## src/rtl/seg7_pkg.sv

```systemverilog
// Shared constants, enums and small helpers for the 3-digit 7-segment scan driver.
package seg7_pkg;

   // Active-low segment patterns.
   localparam logic [6:0] SEG_BLANK = 7'h7F;
   localparam logic [6:0] SEG_ZERO  = 7'b1000000;

   // Digit being scanned. The value matches the anode bit that digit owns.
   typedef enum logic [1:0] {
      DIG_ONES  = 2'd0,
      DIG_TENS  = 2'd1,
      DIG_HUNDS = 2'd2
   } dig_e;

   // Per-digit scan phase: dark guard interval, then lit dwell interval.
   typedef enum logic {
      DARK = 1'b0,
      ON   = 1'b1
   } scan_e;

   // Active-low anode enable for one digit.
   function automatic logic [2:0] anode_sel(input dig_e d);
      case (d)
         DIG_ONES:  return 3'b110;
         DIG_TENS:  return 3'b101;
         DIG_HUNDS: return 3'b011;
         default:   return 3'b111;
      endcase
   endfunction

   // Scan order is ones -> tens -> hundreds -> ones.
   function automatic dig_e next_digit(input dig_e d);
      case (d)
         DIG_ONES: return DIG_TENS;
         DIG_TENS: return DIG_HUNDS;
         default:  return DIG_ONES;
      endcase
   endfunction

endpackage

```

## src/rtl/seg7_frame_buf.sv

```systemverilog
// Shadow/active double buffer for the three digit patterns. New patterns land
// in the shadow on upd and move to the active set only at a frame boundary.
module seg7_frame_buf
   import seg7_pkg::*;
(
   input  logic       clk,
   input  logic       rst,
   input  logic [6:0] seg_hundreds,
   input  logic [6:0] seg_tens,
   input  logic [6:0] seg_ones,
   input  logic       upd,
   input  logic       commit,
   output logic [6:0] act_h,
   output logic [6:0] act_t,
   output logic [6:0] act_o,
   output logic       pending
);

   logic [6:0] shd_h;
   logic [6:0] shd_t;
   logic [6:0] shd_o;

   // Capture into the shadow, then commit (or bypass) into the active set on the frame wrap.
   always_ff @(posedge clk) begin
      if (rst) begin
         // NOTE: these are a handful of flops, not a RAM, so every one of them
         // is reset; that also guarantees a pending update dies with the reset.
         shd_h   <= SEG_BLANK;
         shd_t   <= SEG_BLANK;
         shd_o   <= SEG_BLANK;
         act_h   <= SEG_BLANK;
         act_t   <= SEG_BLANK;
         act_o   <= SEG_BLANK;
         pending <= 1'b0;
      end else begin
         // NOTE: non-blocking assignments throughout, so the active set below
         // takes the shadow's pre-edge value when commit and upd do not overlap.
         if (upd) begin
            shd_h <= seg_hundreds;
            shd_t <= seg_tens;
            shd_o <= seg_ones;
         end
         if (commit) begin
            if (upd) begin
               // Update arriving exactly on the wrap goes straight to the display.
               act_h <= seg_hundreds;
               act_t <= seg_tens;
               act_o <= seg_ones;
            end else if (pending) begin
               act_h <= shd_h;
               act_t <= shd_t;
               act_o <= shd_o;
            end
            pending <= 1'b0;
         end else if (upd) begin
            pending <= 1'b1;
         end
      end
   end

endmodule

```

## src/rtl/seg7_scan_mux.sv

```systemverilog
// Time-multiplexed 3-digit common-anode 7-segment driver with a dark guard
// interval between digits, frame-synchronous pattern updates and optional
// leading-zero blanking. All outputs are registered alongside the scan state.
module seg7_scan_mux
   import seg7_pkg::*;
#(
   parameter int DWELL = 50000,
   parameter int GUARD = 500
) (
   input  logic       clk,
   input  logic       rst,
   input  logic [6:0] seg_hundreds,
   input  logic [6:0] seg_tens,
   input  logic [6:0] seg_ones,
   input  logic       upd,
   input  logic       blank_lz,
   output logic [6:0] seg_out,
   output logic [2:0] an,
   output logic       frame_tick
);

   localparam int CNT_MAX = (DWELL > GUARD) ? DWELL : GUARD;
   localparam int CW      = (CNT_MAX > 1) ? $clog2(CNT_MAX) : 1;
   localparam logic [CW-1:0] DWELL_LAST = CW'(DWELL - 1);
   localparam logic [CW-1:0] GUARD_LAST = CW'(GUARD - 1);

   scan_e         state_q, state_d;
   dig_e          idx_q, idx_d;
   logic [CW-1:0] cnt_q, cnt_d;
   logic          wrap;

   logic [6:0]    act_h, act_t, act_o;
   logic          pending;
   logic          blank_h, blank_t;
   logic [6:0]    seg_d;
   logic [2:0]    an_d;

   seg7_frame_buf u_buf (
      .clk          (clk),
      .rst          (rst),
      .seg_hundreds (seg_hundreds),
      .seg_tens     (seg_tens),
      .seg_ones     (seg_ones),
      .upd          (upd),
      .commit       (wrap),
      .act_h        (act_h),
      .act_t        (act_t),
      .act_o        (act_o),
      .pending      (pending)
   );

   // Leading-zero suppression on the active set; blank_lz is used as-is, never buffered.
   assign blank_h = blank_lz && (act_h == SEG_ZERO);
   assign blank_t = blank_h && (act_t == SEG_ZERO);

   // Next scan state/index/count, plus the output values for the cycle being entered.
   always_comb begin
      // NOTE: every signal driven here gets a default first, so no path can
      // leave one unassigned and infer a latch.
      state_d = state_q;
      idx_d   = idx_q;
      cnt_d   = cnt_q + CW'(1);
      wrap    = 1'b0;
      seg_d   = SEG_BLANK;
      an_d    = 3'b111;

      case (state_q)
         DARK: begin
            if (cnt_q == GUARD_LAST) begin
               state_d = ON;
               cnt_d   = '0;
            end
         end
         ON: begin
            if (cnt_q == DWELL_LAST) begin
               state_d = DARK;
               idx_d   = next_digit(idx_q);
               cnt_d   = '0;
               wrap    = (idx_q == DIG_HUNDS);
            end
         end
         default: begin
            state_d = DARK;
            cnt_d   = '0;
         end
      endcase

      // Outputs are derived from the next state so they switch on the same edge.
      if (state_d == ON) begin
         case (idx_d)
            DIG_ONES: begin
               seg_d = act_o;
               an_d  = anode_sel(DIG_ONES);
            end
            DIG_TENS: begin
               if (!blank_t) begin
                  seg_d = act_t;
                  an_d  = anode_sel(DIG_TENS);
               end
            end
            DIG_HUNDS: begin
               if (!blank_h) begin
                  seg_d = act_h;
                  an_d  = anode_sel(DIG_HUNDS);
               end
            end
            default: begin
               seg_d = SEG_BLANK;
               an_d  = 3'b111;
            end
         endcase
      end
   end

   // Scan state and registered outputs.
   always_ff @(posedge clk) begin
      if (rst) begin
         state_q    <= DARK;
         idx_q      <= DIG_ONES;
         cnt_q      <= '0;
         seg_out    <= SEG_BLANK;
         an         <= 3'b111;
         frame_tick <= 1'b0;
      end else begin
         state_q    <= state_d;
         idx_q      <= idx_d;
         cnt_q      <= cnt_d;
         seg_out    <= seg_d;
         an         <= an_d;
         frame_tick <= wrap;
      end
   end

endmodule

```

## config.mk

```make
export PLATFORM = sky130hd
export DESIGN_NAME = seg7_scan_mux
export DESIGN_NICKNAME = d
export VERILOG_FILES = /design/src/rtl/seg7_pkg.sv /design/src/rtl/seg7_frame_buf.sv /design/src/rtl/seg7_scan_mux.sv
export SDC_FILE = /design/constraint.sdc
export NUM_CORES = 1
export LEC_CHECK = 0
export BUFFER_PORTS_ARGS = -buffer_cell sky130_fd_sc_hd__buf_2
export CAP_MARGIN = 15
export CORE_MARGIN = 3
export CORE_UTILIZATION = 30
export CTS_CLUSTER_DIAMETER = 50
export DETAILED_ROUTE_END_ITERATION = 10
export PLACE_DENSITY = 0.48
export SYNTH_ARGS = -nofsm -noshare
export SYNTH_HDL_FRONTEND = slang
export SYNTH_HIERARCHICAL = 1
export SYNTH_SLANG_ARGS = --single-unit
export TNS_END_PERCENT = 100
```

## constraint.sdc

```tcl
create_clock -name clk -period 2.5 [get_ports clk]
set_input_delay 0.5 -clock clk [delete_from_list [all_inputs] [get_ports clk]]
set_output_delay 0.5 -clock clk [all_outputs]
set_load 0.05 [all_outputs]
```

# Word-level counts from Yosys, hierarchy flattened
# Index checks and enable logic that the tools add are counted.
[totals] ramBits=0 output_inout_bits=11 in_bits=25 ff_bits=73 mem_count=0 latchBits=0 mem_bits_ro=0
[op_classes] addsub=1 bitwise_logic=2 mux=23 shifts=0 n_eq_ne=8 n_reduce_logical=8 n_mul=0 div=0 magnitude_cmp=0
[ops] operator="two-way mux 7 bit" n=8
[ops] operator="two-way mux 16 bit" n=2
[ops] operator="case mux 16 bit (2 select lines)" n=1
[ops] operator="case mux 7 bit (3 select lines)" n=1
[ops] operator="adder 16 x 1 -> 16 bit (second input constant)" n=1
[ops] operator="== test 16 bit (second input constant)" n=1
[ops] operator="== test 16 x 9 -> 1 bit (second input constant)" n=1
[ops] operator="== test 7 bit (second input constant)" n=2
[ops] operator="case mux 3 bit (3 select lines)" n=1
[ops] operator="two-way mux 2 bit" n=3
[ops] operator="== test 2 x 1 -> 1 bit (second input constant)" n=2
[ops] operator="== test 2 bit (second input constant)" n=2
[ops] operator="zero test 2 bit" n=2
[ops] operator="two-way mux 1 bit" n=4
[ops] operator="case mux 2 bit (2 select lines)" n=1
[ops] operator="OR reduction 2 bit" n=2
[ops] operator="two-way mux 3 bit" n=1
[ops] operator="logical AND 1 bit" n=2
[ops] operator="inverter 1 bit" n=2
[ops] operator="case mux 1 bit (2 select lines)" n=1
[ops] operator="AND reduction 2 bit" n=1
[ops] operator="nonzero test 2 bit" n=1

# Longest topological paths before layout
[logic_depth] ltp_word=6 depth_mapped=7 ltp_nobuf=6

# Cells and area by module
# Netlist, hierarchy kept.
[modules_own_cells] mod="seg7_frame_buf" area_per_inst_um2=1587.8 instances=1 cells_per_inst=145
[modules_own_cells] mod="seg7_scan_mux" area_per_inst_um2=1467.7 instances=1 cells_per_inst=164

# Worst setup path before layout
# Ideal clock, no wire load.
[synth_timing] path_type="reg-to-reg" startpoint="register cnt_q[10]" endpoint="register u_buf.act_o[3]" setup_time_ns=0.070 n_path_buf=1 path_slack_ns=0.406 arrival_time_ns=2.024 path_stages_with_launch=7 path_cell_list="dfxtp_1 or4_4 nor4_4 and3b_1 clkbuf_1 a211oi_1 a21oi_1"
[synth_via] elab_chain_len=4
[synth_lines] element="from (decl)" line="seg7_scan_mux.sv:29" source="logic [CW-1:0] cnt_q, cnt_d;"
[synth_lines] element="from (signal assigned)" line="seg7_scan_mux.sv:127" source="cnt_q <= cnt_d;"
[synth_lines] element="== test 16 bit" line="seg7_scan_mux.sv:75" source="if (cnt_q == DWELL_LAST) begin"
[synth_lines] element="two-way mux 1 bit" line="seg7_scan_mux.sv:75"
[synth_lines] element="two-way mux 1 bit" line="seg7_scan_mux.sv:67" source="case (state_q)"
[synth_lines] element="via wrap" line="seg7_scan_mux.sv:30" source="logic wrap;"
[synth_lines] element="AND reduction 2 bit (no source line)"
[synth_lines] element="to (signal assigned)" line="seg7_frame_buf.sv:48" source="act_o <= seg_ones;"
[synth_lines] element="to (signal assigned)" line="seg7_frame_buf.sv:52" source="act_o <= shd_o;"
[synth_lines] element="to (decl)" line="seg7_frame_buf.sv:15" source="output logic [6:0] act_o,"
# The timed path passes the listed nets, and every way through them passes these cells.
# A chain may end at the register's enable or synchronous reset.

# Final worst setup path
[layout_timing] startpoint="register cnt_q[10]" endpoint="register seg_out[2]"
[layout_via] elab_chain_len=5 word_cells_on_any_way=13 classes_between="eq/ne: 4; mux: 6; bitwise: 1; reduce/logical: 2"
[layout_lines] element="== test 16 bit / == test 16 x 9 -> 1 bit (equally long branches)" line="seg7_scan_mux.sv:75, seg7_scan_mux.sv:69"
[layout_lines] element="two-way mux 2 bit, or another cell as far along" line="seg7_scan_mux.sv:75"
[layout_lines] element="two-way mux 2 bit / case mux 1 bit (2 select lines) (equally long branches)" line="seg7_scan_mux.sv:67"
[layout_lines] element="== test 2 bit, or another cell as far along" line="seg7_scan_mux.sv:90" source="case (idx_d)"
[layout_lines] element="case mux 7 bit (3 select lines) / OR reduction 2 bit (equally long branches)"
[layout_lines] element="to (signal assigned)" line="seg7_scan_mux.sv:128" source="seg_out <= seg_d;"
[layout_lines] element="to (decl)" line="seg7_scan_mux.sv:17" source="output logic [6:0] seg_out,"
# Several ways; a longest one is shown, not always the timed one.

==> out/results.txt <==
outcome: finished, final reports clean
Final ANT Viol Nets: 0
vias per inst: 4.819
RSZ-0062 raised after global routing: no
Yosys top cell area share: 47.83%
Post-synth EDFFs: 0
startpoint types: flop
post-cts resize count: 0
register bit count reported by yosys: 73
Syn Inst Count: 309
grt total ovfl: 0
core area: 0.009819 mm²
die span in y: 106.9 µm
Critical Path AT: 2.48 ns
initial antenna violation count: 0
via count: 2313
Design Area, Final: 0.003515 mm²
Main synth FF type: dfxtp_1
setup ws final: 0.2265 ns
pin count of the biggest net entering global routing: 27
Yosys top cell by area: dfxtp_1
final hold vios: 0
Worst Hold Endpoint: u_buf/shd_h[5]$_SDFFE_PP1P_
fin cells: 480
dpl hpwl: 4739 µm
row cnt: 36
Finished Core Util: 35.79%
hold buffer count at CTS: 0
overall power: 2.161 mW
LEAKAGE: 1.296 nW
Layout area overhead: 15.03%
first-pass GRT wire length: 11390 µm
Post-Syn Nets: 335
Syn Std Cell Area: 0.003055 mm²
Max IR drop VDD: 0.2079 mV
layout cell share with drive strength beyond 1: 19.02%
max cap viols: 0
Avg Cell Area, Syn: 9.888 µm²
most frequent cells in the layout: dfxtp_1, buf_2, nor2_1, mux2i_1
Fin Clk Skew: 0.007577 ns
Initial Util: 31.12%
cells on worst reg2reg path: 6
CTS tree: built
Placed Area: 0.003333 mm²
TritonCTS buffer count: 9
Post-CTS Setup Repair Bufs: 0
drt pass-1 iters: 4
post-synth cell types: 49
Routed WL: 6703 µm
fin. max-slew vios: 0
PortBufs: 35
Setup WS pre-CTS: 0.2462 ns
CP Max Fanout: 11
clk buf depth: 2
Worst Hold Depth: 3
worst r2r src: cnt_q[10]$_SDFF_PP0_
Post-synth ARST share: 0%
vias in the first global route: 2202
leading post-synthesis cells by cell area: dfxtp_1, mux2i_1, a211oi_1, nand2b_1, a21oi_1
Filler Cells Inserted: 1044
worst-skew pair later-pin latency: 0.35 ns
R2R setup slack: 0.23 ns
GRT Util Overall: 12.72%
Die X-Extent: 106.9 µm
clock root buffer: clkbuf_8
final net count: 369
fmax: 439.9 MHz
slew margin rel.: 51.50%
# H-tree levels: 3
FF/Latch Area: 0.001461 mm²
WS Path Type: flop to flop
Worst Tran Pin Value: 0.7265 ns
Seq/Total Area, Yosys: 47.83%
Yosys warning total: 6
full die area: 0.01143 mm²
power density over the cells: 614.9 mW/mm²
critical path endpoint category: flop
RR Endpoint: seg_out[2]$_SDFF_PP1_
clk slew on worst S/H paths: 0.07 ns
ANT cells: 0
RD Place Congestion: 0.7554
drc violations: 0
commonest non-fill, non-tap cell in the layout: dfxtp_1
IO Pins: 36
Hold Path Class: input pin to flop
DRT iter0 DRCs: 124
Tmin final: 2.273 ns
placed insts: 465
Final setup viols: 0
Sink Count: 73
Worst EP required: 2.71 ns
Fin Setup TNS: 0 ns
Routed wire per std cell: 13.96 µm
Fin Hold WS: 0.4043 ns
area of the multi-input gates: 0.001455 mm²
HP Start: seg_hundreds[5]
Tcrit/Tclk final: 90.94%
==> sequential cells by signal (all words and copies together) (netlist names) <==
signal         flops
an                 3
cnt_q             16
frame_tick         1
idx_q              2
seg_out            7
state_q            1
u_buf/act_h        7
u_buf/act_o        7
u_buf/act_t        7
u_buf/pending      1
u_buf/shd_h        7
u_buf/shd_o        7
u_buf/shd_t        7
==> synthesized netlist by cell type, drive strengths merged, types with 8 or more instances <==
cell,n
dfxtp,73
nand2b,22
buf,11
a211oi,22
mux2i,23
nor2,27
nand3,11
nand2,8
clkbuf,10
a21oi,22
==> report_power, final <==
part | internal (mW) | total (mW) | switching (mW)
registers | 1.19 | 1.20 | 0.00897
clock network | 0.435 | 0.854 | 0.419
logic | 0.0490 | 0.111 | 0.0616
total | 1.67 | 2.16 | 0.489
==> routing by layer <==
metal	part of all wire, %	GRT usage, %	vias to the layer above
met2	42	17.49	38
met1	52	18.77	1075
li1	-	-	1190
met3	3.6	3.492	10
met5	0	0	-
met4	1.7	4.658	0
==> worst max-delay path by stage <==
stage / start / to / slack (ns) / cells past startpoint
after global routing: cnt_q[10]$_SDFF_PP0_ / seg_out[1]$_SDFF_PP1_ / 0.12 / 6
final: cnt_q[10]$_SDFF_PP0_ / seg_out[2]$_SDFF_PP1_ / 0.23 / 6
after CTS: cnt_q[10]$_SDFF_PP0_ / seg_out[2]$_SDFF_PP1_ / 0.23 / 6
after floorplan: cnt_q[10]$_SDFF_PP0_ / u_buf/act_o[3]$_SDFFE_PP1P_ / 0.41 / 6
after detailed placement: cnt_q[10]$_SDFF_PP0_ / seg_out[2]$_SDFF_PP1_ / 0.25 / 6
after global placement: cnt_q[10]$_SDFF_PP0_ / seg_out[1]$_SDFF_PP1_ / 0.31 / 6
==> critical path, cell delays in order, from the launching register on <==
cell and delay [ns]:
dfxtp_1 0.35, or4_4 0.57, nor4_4 0.37, buf_4 0.25
mux2_2 0.40, o21ai_0 0.10, nand3_1 0.10
==> cells by family (layout without fill, tap and decap cells) <==
logic type                 after synthesis  in the layout  share of synthesized area [%]
adders and majority gates                1              1                         0.4094
AOI/OAI and AO/OA                       62             62                          13.27
xor gates and xnor gates                14             14                          4.013
DFF                                     73             73                          47.83
and+or+nand+nor                        110            110                          21.29
muxes                                   26             26                          8.640
buffers and inverters                   23             61                          4.545
==> cell type report <==
cell class | count | share of cell area, %
clock buffer | 13 | 4.806
clock inverter | 2 | 0.3560
inverter | 2 | 0.2136
multi-input combinational | 213 | 41.40
sequential | 73 | 41.58
tap | 133 | 4.735
timing repair buffer | 44 | 6.906
Note: power is estimated with default switching activity, not from simulation.
